[src/rtl/fetch_sequencer_pkg.sv]
// Shared types and constants for the fetch sequencer: state codes, drain counter
// width and PC type.
package fetch_sequencer_pkg;

    localparam int ST_W        = 2;
    localparam int DRAIN_CNT_W = 4;
    localparam int PC_W        = 32;

    typedef logic [ST_W-1:0]        fetch_seq_state_t;
    typedef logic [DRAIN_CNT_W-1:0] drain_cnt_t;
    typedef logic [PC_W-1:0]        pc_t;

    localparam fetch_seq_state_t ST_RUN      = 2'd0;
    localparam fetch_seq_state_t ST_REDIRECT = 2'd1;
    localparam fetch_seq_state_t ST_DRAIN    = 2'd2;

    localparam pc_t PC_RESET = '0;

endpackage

[src/rtl/fetch_sequencer_if.sv]
// Request/control bundle between execute/commit logic and the fetch sequencer.
interface fetch_sequencer_if #(
    parameter int ADDR_WIDTH = 32,
    parameter int CNT_WIDTH  = 32
);
    logic                  decodeStallReq;
    logic                  exRedirectValid;
    logic [ADDR_WIDTH-1:0] exRedirectPc;
    logic                  trapValid;
    logic [ADDR_WIDTH-1:0] trapPc;
    logic                  fenceReq;
    logic [ADDR_WIDTH-1:0] fencePc;

    logic                  fetchStall;
    logic                  fetchFlush;
    logic                  decodeFlush;
    logic                  irregPcValid;
    logic [ADDR_WIDTH-1:0] irregPc;
    logic                  fenceDone;
    logic                  busy;
    logic [CNT_WIDTH-1:0]  mispredictCount;

    // requester side: execute/commit logic and fetch stage
    modport master (
        output decodeStallReq, exRedirectValid, exRedirectPc,
               trapValid, trapPc, fenceReq, fencePc,
        input  fetchStall, fetchFlush, decodeFlush, irregPcValid,
               irregPc, fenceDone, busy, mispredictCount
    );

    modport slave (
        input  decodeStallReq, exRedirectValid, exRedirectPc,
               trapValid, trapPc, fenceReq, fencePc,
        output fetchStall, fetchFlush, decodeFlush, irregPcValid,
               irregPc, fenceDone, busy, mispredictCount
    );
endinterface

[src/rtl/fetch_sequencer_sat_counter.sv]
// Saturating up-counter; holds at all-ones. Reusable for performance counters.
module sat_counter #(
    parameter int WIDTH = 32
) (
    input  logic             clk,
    input  logic             rst,
    input  logic             inc,
    output logic [WIDTH-1:0] count
);
    logic [WIDTH-1:0] count_q;

    always_ff @(posedge clk) begin
        if (rst)
            count_q <= '0;
        else if (inc && (count_q != '1))
            count_q <= count_q + WIDTH'(1);
    end

    assign count = count_q;
endmodule

[src/rtl/fetch_sequencer.sv]
// Fetch-stage sequencer: prioritizes trap/mispredict/fence/decode-stall into
// fetch control, with a registered redirect and a bounded fence.i drain.
module fetch_sequencer
    import fetch_sequencer_pkg::*;
#(
    parameter int ADDR_WIDTH   = 32,
    parameter int DRAIN_CYCLES = 3,
    parameter int CNT_WIDTH    = 32
) (
    input logic              clk,
    input logic              rst,
    fetch_sequencer_if.slave bus
);
    fetch_seq_state_t      state_q, state_d;
    logic [ADDR_WIDTH-1:0] tgt_q, tgt_d;
    drain_cnt_t            cnt_q, cnt_d;

    logic stall, fflush, dflush, done, mp_inc;

    always_ff @(posedge clk) begin
        if (rst) begin
            state_q <= ST_RUN;
            tgt_q   <= '0;
            cnt_q   <= '0;
        end else begin
            state_q <= state_d;
            tgt_q   <= tgt_d;
            cnt_q   <= cnt_d;
        end
    end

    always_comb begin
        state_d = state_q;
        tgt_d   = tgt_q;
        cnt_d   = cnt_q;
        stall   = 1'b0;
        fflush  = 1'b0;
        dflush  = 1'b0;
        done    = 1'b0;
        mp_inc  = 1'b0;
        case (state_q)
            ST_RUN: begin
                if (bus.trapValid) begin
                    fflush  = 1'b1;
                    dflush  = 1'b1;
                    tgt_d   = bus.trapPc;
                    state_d = ST_REDIRECT;
                end else if (bus.exRedirectValid) begin
                    fflush  = 1'b1;
                    dflush  = 1'b1;
                    mp_inc  = 1'b1;
                    tgt_d   = bus.exRedirectPc;
                    state_d = ST_REDIRECT;
                end else if (bus.fenceReq) begin
                    stall   = 1'b1;
                    fflush  = 1'b1;
                    dflush  = 1'b1;
                    tgt_d   = bus.fencePc;
                    cnt_d   = drain_cnt_t'(DRAIN_CYCLES - 1);
                    state_d = ST_DRAIN;
                end else if (bus.decodeStallReq) begin
                    stall   = 1'b1;
                end
            end
            ST_REDIRECT: begin
                // IMem output this cycle still belongs to the old PC
                fflush  = 1'b1;
                state_d = ST_RUN;
                if (bus.trapValid) begin
                    tgt_d   = bus.trapPc;
                    state_d = ST_REDIRECT;
                end
            end
            ST_DRAIN: begin
                stall  = 1'b1;
                fflush = 1'b1;
                if (bus.trapValid) begin
                    tgt_d   = bus.trapPc;
                    state_d = ST_REDIRECT;
                end else if (cnt_q == '0) begin
                    done    = 1'b1;
                    state_d = ST_REDIRECT;
                end else begin
                    cnt_d   = cnt_q - drain_cnt_t'(1);
                end
            end
            default: state_d = ST_RUN;
        endcase
    end

    sat_counter #(.WIDTH(CNT_WIDTH)) u_mp_cnt (
        .clk   (clk),
        .rst   (rst),
        .inc   (mp_inc),
        .count (bus.mispredictCount)
    );

    // PC outputs depend on registered state only
    assign bus.irregPcValid = (state_q == ST_REDIRECT);
    assign bus.irregPc      = (state_q == ST_REDIRECT) ? tgt_q : '0;
    assign bus.fetchStall   = stall;
    assign bus.fetchFlush   = fflush;
    assign bus.decodeFlush  = dflush;
    assign bus.fenceDone    = done;
    assign bus.busy         = (state_q != ST_RUN);
endmodule

[src/flat_wrapper.sv]
// flat-port wrapper written by rule: the top's interface ports become plain ports
module fetch_sequencer_flat import fetch_sequencer_pkg::*;
#(
    parameter int ADDR_WIDTH   = 32,
    parameter int DRAIN_CYCLES = 3,
    parameter int CNT_WIDTH    = 32
)
  (clk, rst, bus_decodeStallReq, bus_exRedirectValid, bus_exRedirectPc, bus_trapValid, bus_trapPc, bus_fenceReq, bus_fencePc, bus_fetchStall, bus_fetchFlush, bus_decodeFlush, bus_irregPcValid, bus_irregPc, bus_fenceDone, bus_busy, bus_mispredictCount);
  fetch_sequencer_if #(.ADDR_WIDTH(ADDR_WIDTH), .CNT_WIDTH(CNT_WIDTH)) bus_i ();
  input logic clk;
  input logic rst;
  input wire logic [$bits(bus_i.decodeStallReq)-1:0] bus_decodeStallReq;
  input wire logic [$bits(bus_i.exRedirectValid)-1:0] bus_exRedirectValid;
  input wire logic [$bits(bus_i.exRedirectPc)-1:0] bus_exRedirectPc;
  input wire logic [$bits(bus_i.trapValid)-1:0] bus_trapValid;
  input wire logic [$bits(bus_i.trapPc)-1:0] bus_trapPc;
  input wire logic [$bits(bus_i.fenceReq)-1:0] bus_fenceReq;
  input wire logic [$bits(bus_i.fencePc)-1:0] bus_fencePc;
  output wire logic [$bits(bus_i.fetchStall)-1:0] bus_fetchStall;
  output wire logic [$bits(bus_i.fetchFlush)-1:0] bus_fetchFlush;
  output wire logic [$bits(bus_i.decodeFlush)-1:0] bus_decodeFlush;
  output wire logic [$bits(bus_i.irregPcValid)-1:0] bus_irregPcValid;
  output wire logic [$bits(bus_i.irregPc)-1:0] bus_irregPc;
  output wire logic [$bits(bus_i.fenceDone)-1:0] bus_fenceDone;
  output wire logic [$bits(bus_i.busy)-1:0] bus_busy;
  output wire logic [$bits(bus_i.mispredictCount)-1:0] bus_mispredictCount;
  assign bus_i.decodeStallReq = bus_decodeStallReq;
  assign bus_i.exRedirectValid = bus_exRedirectValid;
  assign bus_i.exRedirectPc = bus_exRedirectPc;
  assign bus_i.trapValid = bus_trapValid;
  assign bus_i.trapPc = bus_trapPc;
  assign bus_i.fenceReq = bus_fenceReq;
  assign bus_i.fencePc = bus_fencePc;
  assign bus_fetchStall = bus_i.fetchStall;
  assign bus_fetchFlush = bus_i.fetchFlush;
  assign bus_decodeFlush = bus_i.decodeFlush;
  assign bus_irregPcValid = bus_i.irregPcValid;
  assign bus_irregPc = bus_i.irregPc;
  assign bus_fenceDone = bus_i.fenceDone;
  assign bus_busy = bus_i.busy;
  assign bus_mispredictCount = bus_i.mispredictCount;
  fetch_sequencer #(.ADDR_WIDTH(ADDR_WIDTH), .DRAIN_CYCLES(DRAIN_CYCLES), .CNT_WIDTH(CNT_WIDTH)) u_core (.clk(clk), .rst(rst), .bus(bus_i));
endmodule
[config.mk]
export PLATFORM = sky130hd
export DESIGN_NAME = fetch_sequencer_flat
export DESIGN_NICKNAME = d
export VERILOG_FILES = /design/src/rtl/fetch_sequencer_pkg.sv /design/src/rtl/fetch_sequencer_if.sv /design/src/rtl/fetch_sequencer_sat_counter.sv /design/src/rtl/fetch_sequencer.sv /design/src/flat_wrapper.sv
export SDC_FILE = /design/constraint.sdc
export NUM_CORES = 1
export LEC_CHECK = 0
export ABC_CLOCK_PERIOD_IN_PS = 1890
export CORE_MARGIN = 2
export CORE_UTILIZATION = 39
export CTS_CLUSTER_DIAMETER = 50
export DETAILED_ROUTE_END_ITERATION = 10
export GPL_TIMING_DRIVEN = 0
export HOLD_SLACK_MARGIN = 0.05
export MAX_ROUTING_LAYER = met4
export PLACE_DENSITY = 0.74
export REMOVE_ABC_BUFFERS = 1
export SLEW_MARGIN = 10
export SYNTH_ARGS = -nofsm -noshare
export SYNTH_HDL_FRONTEND = slang
export SYNTH_SLANG_ARGS = --single-unit
[constraint.sdc]
create_clock -name clk -period 1.89 [get_ports clk]
set_input_delay 0.378 -clock clk [delete_from_list [all_inputs] [get_ports clk]]
set_output_delay 0.378 -clock clk [all_outputs]
set_load 0.02 [all_outputs]
==> out/summary.txt, run 1 <==
Area Overhead vs Synth - 70.56%
post-route clock period utilization - 105.6%
FF-to-FF End - u_core.u_mp_cnt.count[26]
FF+latch count, synth - 70
Data required, critical path - 2.16 ns
WS Path Type - register to register
I/O pin cnt - 172
Mapped Area - 4041 um^2
Rel. slew slack - 46.97%
crit path time final - 1.996 ns
Starting Density - 39.68%
# setup viols final - 34
type of the worst min-delay path - register to register
path depth of the worst reg2reg path - 6
final slew viol count - 0
VDD IR max - 0.2852 mV
syn avg cell area - 7.863 um^2
failing checks - negative setup slack
Crit Reg-Reg Startpoint - u_core.u_mp_cnt.count[7]
Ant. Diodes - 0
die area - 11190 um^2
Sink Count - 70
first-pass GRT wire length - 20930 um
total number of vias - 4691
clock tree buffer depth - 2
critical-path maximum fanout - 6
WHS Endpoint - u_core.tgt_q[29]
Num CTS Buffers - 9
Via density - 5.493
ys async rst share - 0%
Final Hold Viols - 0
Tightest Pin Transition - 0.7955 ns
wirelength, routed - 13890 um
dominant synthesized flop cell - dfxtp_1
Reg clk slew, reported paths - 0.07 ns
Worst R2R Setup Slack - -0.11 ns
CTS tree - done
status - complete, but fails checks
synth unique cells - 48
share of cells above drive strength 1 - 27.30%
largest net degree at the start of global routing - 76
vias in the first global route - 4417
EDFF count, synth - 0
Power Dens Cells - 607.0 nW/um^2
RSZ-0062 raised after global routing - true
crit path DAT - 2.26 ns
Initial DRC Count - 173
I/O Buffers - 171
GRT Overall Usage - 23.77%
Post-layout nets - 822
clk root buf - clkbuf_8
Max Fclk - 501.0 MHz
DRC Markers - 0
Detail Placement HPWL - 8536 um
CTS Hold Buffers Added - 0
Antenna Nets Post-Route - 0
Die H - 105.8 um
DP Area - 5864 um^2
WL per Instance - 16.27 um
top cell type by total area after synthesis - dfxtp_1
cell area after layout - 6893 um^2
Remaining Overflow, GRT - 0
CP Launch Type - register
max cap viols - 0
RD Place Congestion - 0.8454
Die X - 105.8 um
clk_lat worst skew - 0.34 ns
1st-pass router iterations - 7
CP Capture Type - register
H-tree depth - 3
Final Util - 67.68%
worst-case clock skew - 0.008051 ns
initial antenna violation count - 0
min-delay src - u_core.tgt_q[29]
post-layout worst setup margin - -0.1061 ns
synth warn - 0
leakage - 2.660 nW
post-synth top area share - 34.67%
worst hold stages - 2
hold slack - 0.4534 ns
Core Area - 10180 um^2
FP Rows - 37
Cells after Synth - 514
synth top area cells - dfxtp_1 35%, mux2i_1 7.9%, nand2_1 7.7%
post-synthesis sequential area ratio - 34.67%
logic make-up after synthesis:
kind of cell	share of synthesized area, %
and+or+nand+nor	28.67
buffers and inverters	4.458
muxes	9.319
xor gates and xnor gates	0.6503
DFF	34.67
AOI/OAI and AO/OA	20.06
adders and majority gates	2.167
worst max-delay path, stage by stage (launching register included):
cell	delay (ns)
dfxtp_1	0.42
nand2_1	0.19
nor4_4	0.31
nand4_1	0.21
buf_6	0.18
or4_1	0.48
a21oi_1	0.13
layout by cell type (no fill, tap or decap), drive strengths merged, types with 2 or more instances in the layout:
| cell type | n |
|---|---|
| clkdlybuf4s50 | 130 |
| nand2 | 83 |
| buf | 82 |
| dfxtp | 70 |
| a21oi | 60 |
| and2 | 38 |
| o211ai | 33 |
| mux2i | 32 |
| nor2 | 25 |
| o21ai | 23 |
| clkbuf | 21 |
| or3 | 19 |
| nand4 | 11 |
| nand3 | 10 |
| inv | 8 |
| or4 | 7 |
| o31ai | 7 |
| ha | 7 |
| nor4 | 6 |
| nor2b | 5 |
| nor3 | 5 |
| mux2 | 5 |
| and4 | 3 |
| and3 | 3 |
| clkdlybuf4s15 | 3 |
| nand3b | 2 |
| xor2 | 2 |
| nor3b | 2 |
repair_timing:
action | CTS | global route
pin swaps | 17 | 22
resized for setup | 183 | 141
setup endpoints to repair | 107 | 92
hold endpoints to repair | 0 | 0
cloned | 2 | 6
buffers inserted | 25 | 15
per-layer routing:
| layer | up-vias | track usage, % | part of all wire (%) |
|---|---|---|---|
| li1 | 2254 | - | - |
| met1 | 2190 | 27.00 | 38 |
| met2 | 219 | 40.60 | 52 |
| met3 | 28 | 6.061 | 7.9 |
| met4 | 0 | 8.365 | 1.9 |
| met5 | - | - | 0 |
worst max path at each step:
| stage | end | from | slack [ns] | cells after the start |
|---|---|---|---|---|
| global placement | u_core.tgt_q[21] | bus_exRedirectValid | -2.83 | 6 |
| CTS | bus_fenceDone | u_core.cnt_q[1] | -0.07 | 5 |
| global route | u_core.u_mp_cnt.count[26] | u_core.u_mp_cnt.count[7] | -0.21 | 6 |
| floorplan | u_core.tgt_q[7] | u_core.state_q[0] | -1.29 | 6 |
| detailed placement | u_core.u_mp_cnt.count[31] | bus_trapValid | -1.11 | 7 |
| finish | u_core.u_mp_cnt.count[26] | u_core.u_mp_cnt.count[7] | -0.11 | 6 |
per-stage QoR:
| stage | instances | total power [mW] | worst slack (ns) | setup TNS (ns) |
|---|---|---|---|---|
| after CTS | 833 | 4.013 | -0.06985 | -0.2425 |
| after detailed placement | 790 | 2.746 | -1.113 | -70.30 |
| final | 854 | 4.184 | -0.1061 | -1.540 |
| after global routing | 854 | 4.403 | -0.2072 | -6.094 |
| after global placement | 786 | 2.684 | -2.829 | -184.80 |
| after floorplan | 479 | 2.186 | -1.289 | -53.89 |
state kept, by name, indices dropped and copies added, names as in the netlist:
name,count
u_core.u_mp_cnt.count,32
u_core.state_q,2
u_core.cnt_q,4
u_core.tgt_q,32
cell type report:
cell class,count,area [um^2]
clock buffers,14,192.7
inverters,8,35.03
multi-input cells,402,2776
well taps,136,170.2
repair buffers,222,2255
fillers,826,3292
flip-flops and latches,70,1451
clock inverters,2,12.51
synthesized netlist by cell type, types with 2 or more instances:
cell / number
buf_2: 3
nor2_1: 24
and3_1: 3
buf_1: 5
or3_1: 19
nor2b_1: 5
dfxtp_1: 70
nand2_1: 83
and2_1: 38
clkbuf_1: 24
inv_1: 8
ha_1: 7
nand4_1: 9
mux2_2: 4
a21oi_1: 60
o31ai_1: 7
and4_1: 3
o211ai_1: 33
nor3_1: 5
mux2i_1: 32
o21ai_0: 23
xor2_1: 2
nand3b_1: 2
buf_4: 2
nor4_1: 5
nand3_1: 10
or4_1: 7
report_power, final:
part | internal, mW | leakage (nW) | switching (mW)
logic | 0.695 | 1.97 | 0.617
registers | 1.58 | 0.586 | 0.0642
clock network | 0.655 | 0.105 | 0.573
total | 2.93 | 2.66 | 1.25
No activity file was read; power rests on OpenSTA's default activity.
==> run 2, diff against run 1 <==
ABC_CLOCK_PERIOD_IN_PS = 2500   (was 1890)
CORE_ASPECT_RATIO = 0.7   (was not set)
CORE_UTILIZATION = 43   (was 39)
PLACE_DENSITY = 0.78   (was 0.74)
clock period = 2.5 ns   (was 1.89 ns; I/O delays follow)
==> run 2 against run 1 <==
Net effect: the flow now finishes without violations; wire length down 7.8%; flip-flop and latch count unchanged; critical path depth shrank 1; combinational power decreased by 36%; non-clock buffer count fell by 43; sequential power shrank 24%.
==> out/summary.txt, run 2 (same netlist as run 1, synthesis figures left out) <==
FF-to-FF End - u_core.u_mp_cnt.count[31]
VDD IR max - 0.3704 mV (+30%)
total number of vias - 4358 (-7.1%)
crit path DAT - 1.93 ns (-0.33 ns)
Total Power - 3.243 mW (-22%)
Detail Placement HPWL - 9161 um (+7.3%)
critical-path maximum fanout - 17 (+11)
Data required, critical path - 2.00 ns (-0.16 ns)
CP Capture Type - primary output
cell area after layout - 6225 um^2 (-9.7%)
Die H - 85.11 um (-20%)
clk_lat worst skew - 0.33 ns (about the same)
wirelength, routed - 12810 um (-7.8%)
CTS Hold Buffers Added - 0 (unchanged)
max cap viols - 0 (unchanged)
Num CTS Buffers - 9 (unchanged)
Final Util - 68.35% (+0.67 points)
crit path time final - 2.434 ns
status - finished, final reports clean
Remaining Overflow, GRT - 0 (unchanged)
leakage - 2.253 nW (-15%)
Via density - 5.468 (-0.45%)
1st-pass router iterations - 4 (-3)
DP Area - 5837 um^2 (-0.47%)
Final Hold Viols - 0 (unchanged)
die area - 10200 um^2 (-8.8%)
most common cell after layout, fill and taps aside - clkdlybuf4s50_1
Max Fclk - 410.9 MHz
share of cells above drive strength 1 - 6.835% (-20 points)
Die X - 119.9 um (+13%)
Post-layout nets - 778 (-5.4%)
I/O Buffers - 171 (unchanged)
Core Area - 9107 um^2 (-11%)
Sink Count - 70 (unchanged)
post-route clock period utilization - 97.35%
H-tree depth - 3 (unchanged)
vias in the first global route - 4226 (-4.3%)
final slew viol count - 0 (unchanged)
min-delay src - u_core.tgt_q[0]
commonest cells after routing, fill and taps aside - 164 x clkdlybuf4s50_1, 83 x nand2_1, 70 x dfxtp_1, 60 x a21oi_1, 38 x and2_1
path depth of the worst reg2reg path - 8 (+2)
clock tree buffer depth - 2 (unchanged)
# setup viols final - 0 (-100%)
worst path cell trace - inv_1 > ha_4 > buf_6 > and2_1 > clkdlybuf4s50_1
WS Path Type - register to primary output
DRC Markers - 0 (unchanged)
Worst R2R Setup Slack - 0.14 ns (+0.25 ns)
initial antenna violation count - 0 (unchanged)
CP Launch Type - register
Rel. slew slack - 41.87% (-5.1 points)
I/O pin cnt - 172 (unchanged)
FP Rows - 29 (-22%)
WHS Endpoint - u_core.tgt_q[0]
worst-case clock skew - 0.004834 ns (-0.003217 ns)
Antenna Nets Post-Route - 0 (unchanged)
Worst path slowest cell - clkdlybuf4s50_1
Area Overhead vs Synth - 54.02%
post-layout worst setup margin - 0.06617 ns (+0.1723 ns)
worst hold stages - 2 (unchanged)
Starting Density - 44.37% (+4.7 points)
largest net degree at the start of global routing - 76 (unchanged)
Power Dens Cells - 521.0 nW/um^2 (-14%)
Reg clk slew, reported paths - 0.05 ns (-0.02 ns)
worst slack, placed - -0.6702 ns (+0.4423 ns)
type of the worst min-delay path - register to register
Ant. Diodes - 0 (unchanged)
GRT Overall Usage - 25.26% (+1.5 points)
CP max stage delay - 0.62 ns (+0.14 ns)
Tightest Pin Transition - 0.8720 ns (+0.07654 ns)
RD Place Congestion - 0.8281 (-2.0%)
Crit Reg-Reg Startpoint - u_core.state_q[1]
CTS tree - done
clk root buf - clkbuf_16
first-pass GRT wire length - 20030 um (-4.3%)
Initial DRC Count - 267 (+54%)
WL per Instance - 16.07 um (-1.2%)
==> run 2: cell types whose count changed in the layout (fill, tap and decap cells not counted), moves of 5 or more <==
cell | before | now
clkdlybuf4s50_1 | 130 | 164
buf_6 | 32 | 1
buf_4 | 34 | 5
dfxtp_1 | 46 | 70
and2_1 | 15 | 38
and2_4 | 23 | 0
dfxtp_2 | 16 | 0
clkbuf_8 | 14 | 2
buf_2 | 10 | 1
dfxtp_4 | 8 | 0
o21ai_0 | 18 | 23
o21ai_1 | 5 | 0
==> run 2: per-stage QoR <==
stage                       TNS, ns  hold slack (ns)  instances
after CTS                    -4.032           0.4512        792
final                             0           0.4482        797
after global placement      -134.53           0.4384        774
after detailed placement     -21.99           0.4441        777
after global routing      -0.001165           0.4718        797
after floorplan              -21.41           0.4257        479
==> run 2: area by class of cell <==
cell class,instances,area (um^2)
inverter,8,30.03
clock buffer,14,264.0
timing repair buffer,179,1813
tap,124,155.1
multi-input combinational,401,2556
sequential,70,1401
clock inverter,1,5.005
fill,763,2883
==> run 2: per-layer routing <==
layer | vias up | global-route usage, % | wire length, um
met2 | 110 | 44.16 | 6525
met3 | 23 | 4.839 | 463
met1 | 2065 | 29.76 | 5556
met4 | 0 | 7.273 | 259
li1 | 2160 | - | -
met5 | - | - | 0
==> run 2: where the power goes <==
group          leakage, nW  switching, mW  internal [mW]
Sequential           0.572         0.0436           1.20
Combinational         1.55          0.422          0.411
Clock                0.133          0.446          0.719
Total                 2.25          0.911           2.33
==> run 2: critical path: cells and delay by family (launching register included) <==
family | cells | cell delay [ns]
and+or+nand+nor | 1 | 0.14
buffers and inverters | 3 | 0.95
adders and majority gates | 1 | 0.18
DFF | 1 | 0.34
==> run 2: what timing repair did <==
action                                  in CTS  in global routing
buffers inserted                             0                  5
gates resized for setup                      9                 13
endpoints found under the setup margin      81                 58
pin swaps                                    0                  1
==> run 2: worst max path at each step <==
stage	endpoint	from
floorplan	u_core.tgt_q[7]	u_core.state_q[0]
global placement	u_core.tgt_q[10]	bus_exRedirectValid
detailed placement	u_core.u_mp_cnt.count[31]	bus_trapValid
CTS	bus_fetchFlush	u_core.state_q[0]
global route	u_core.u_mp_cnt.count[31]	u_core.state_q[1]
finish	bus_irregPc[17]	u_core.state_q[1]
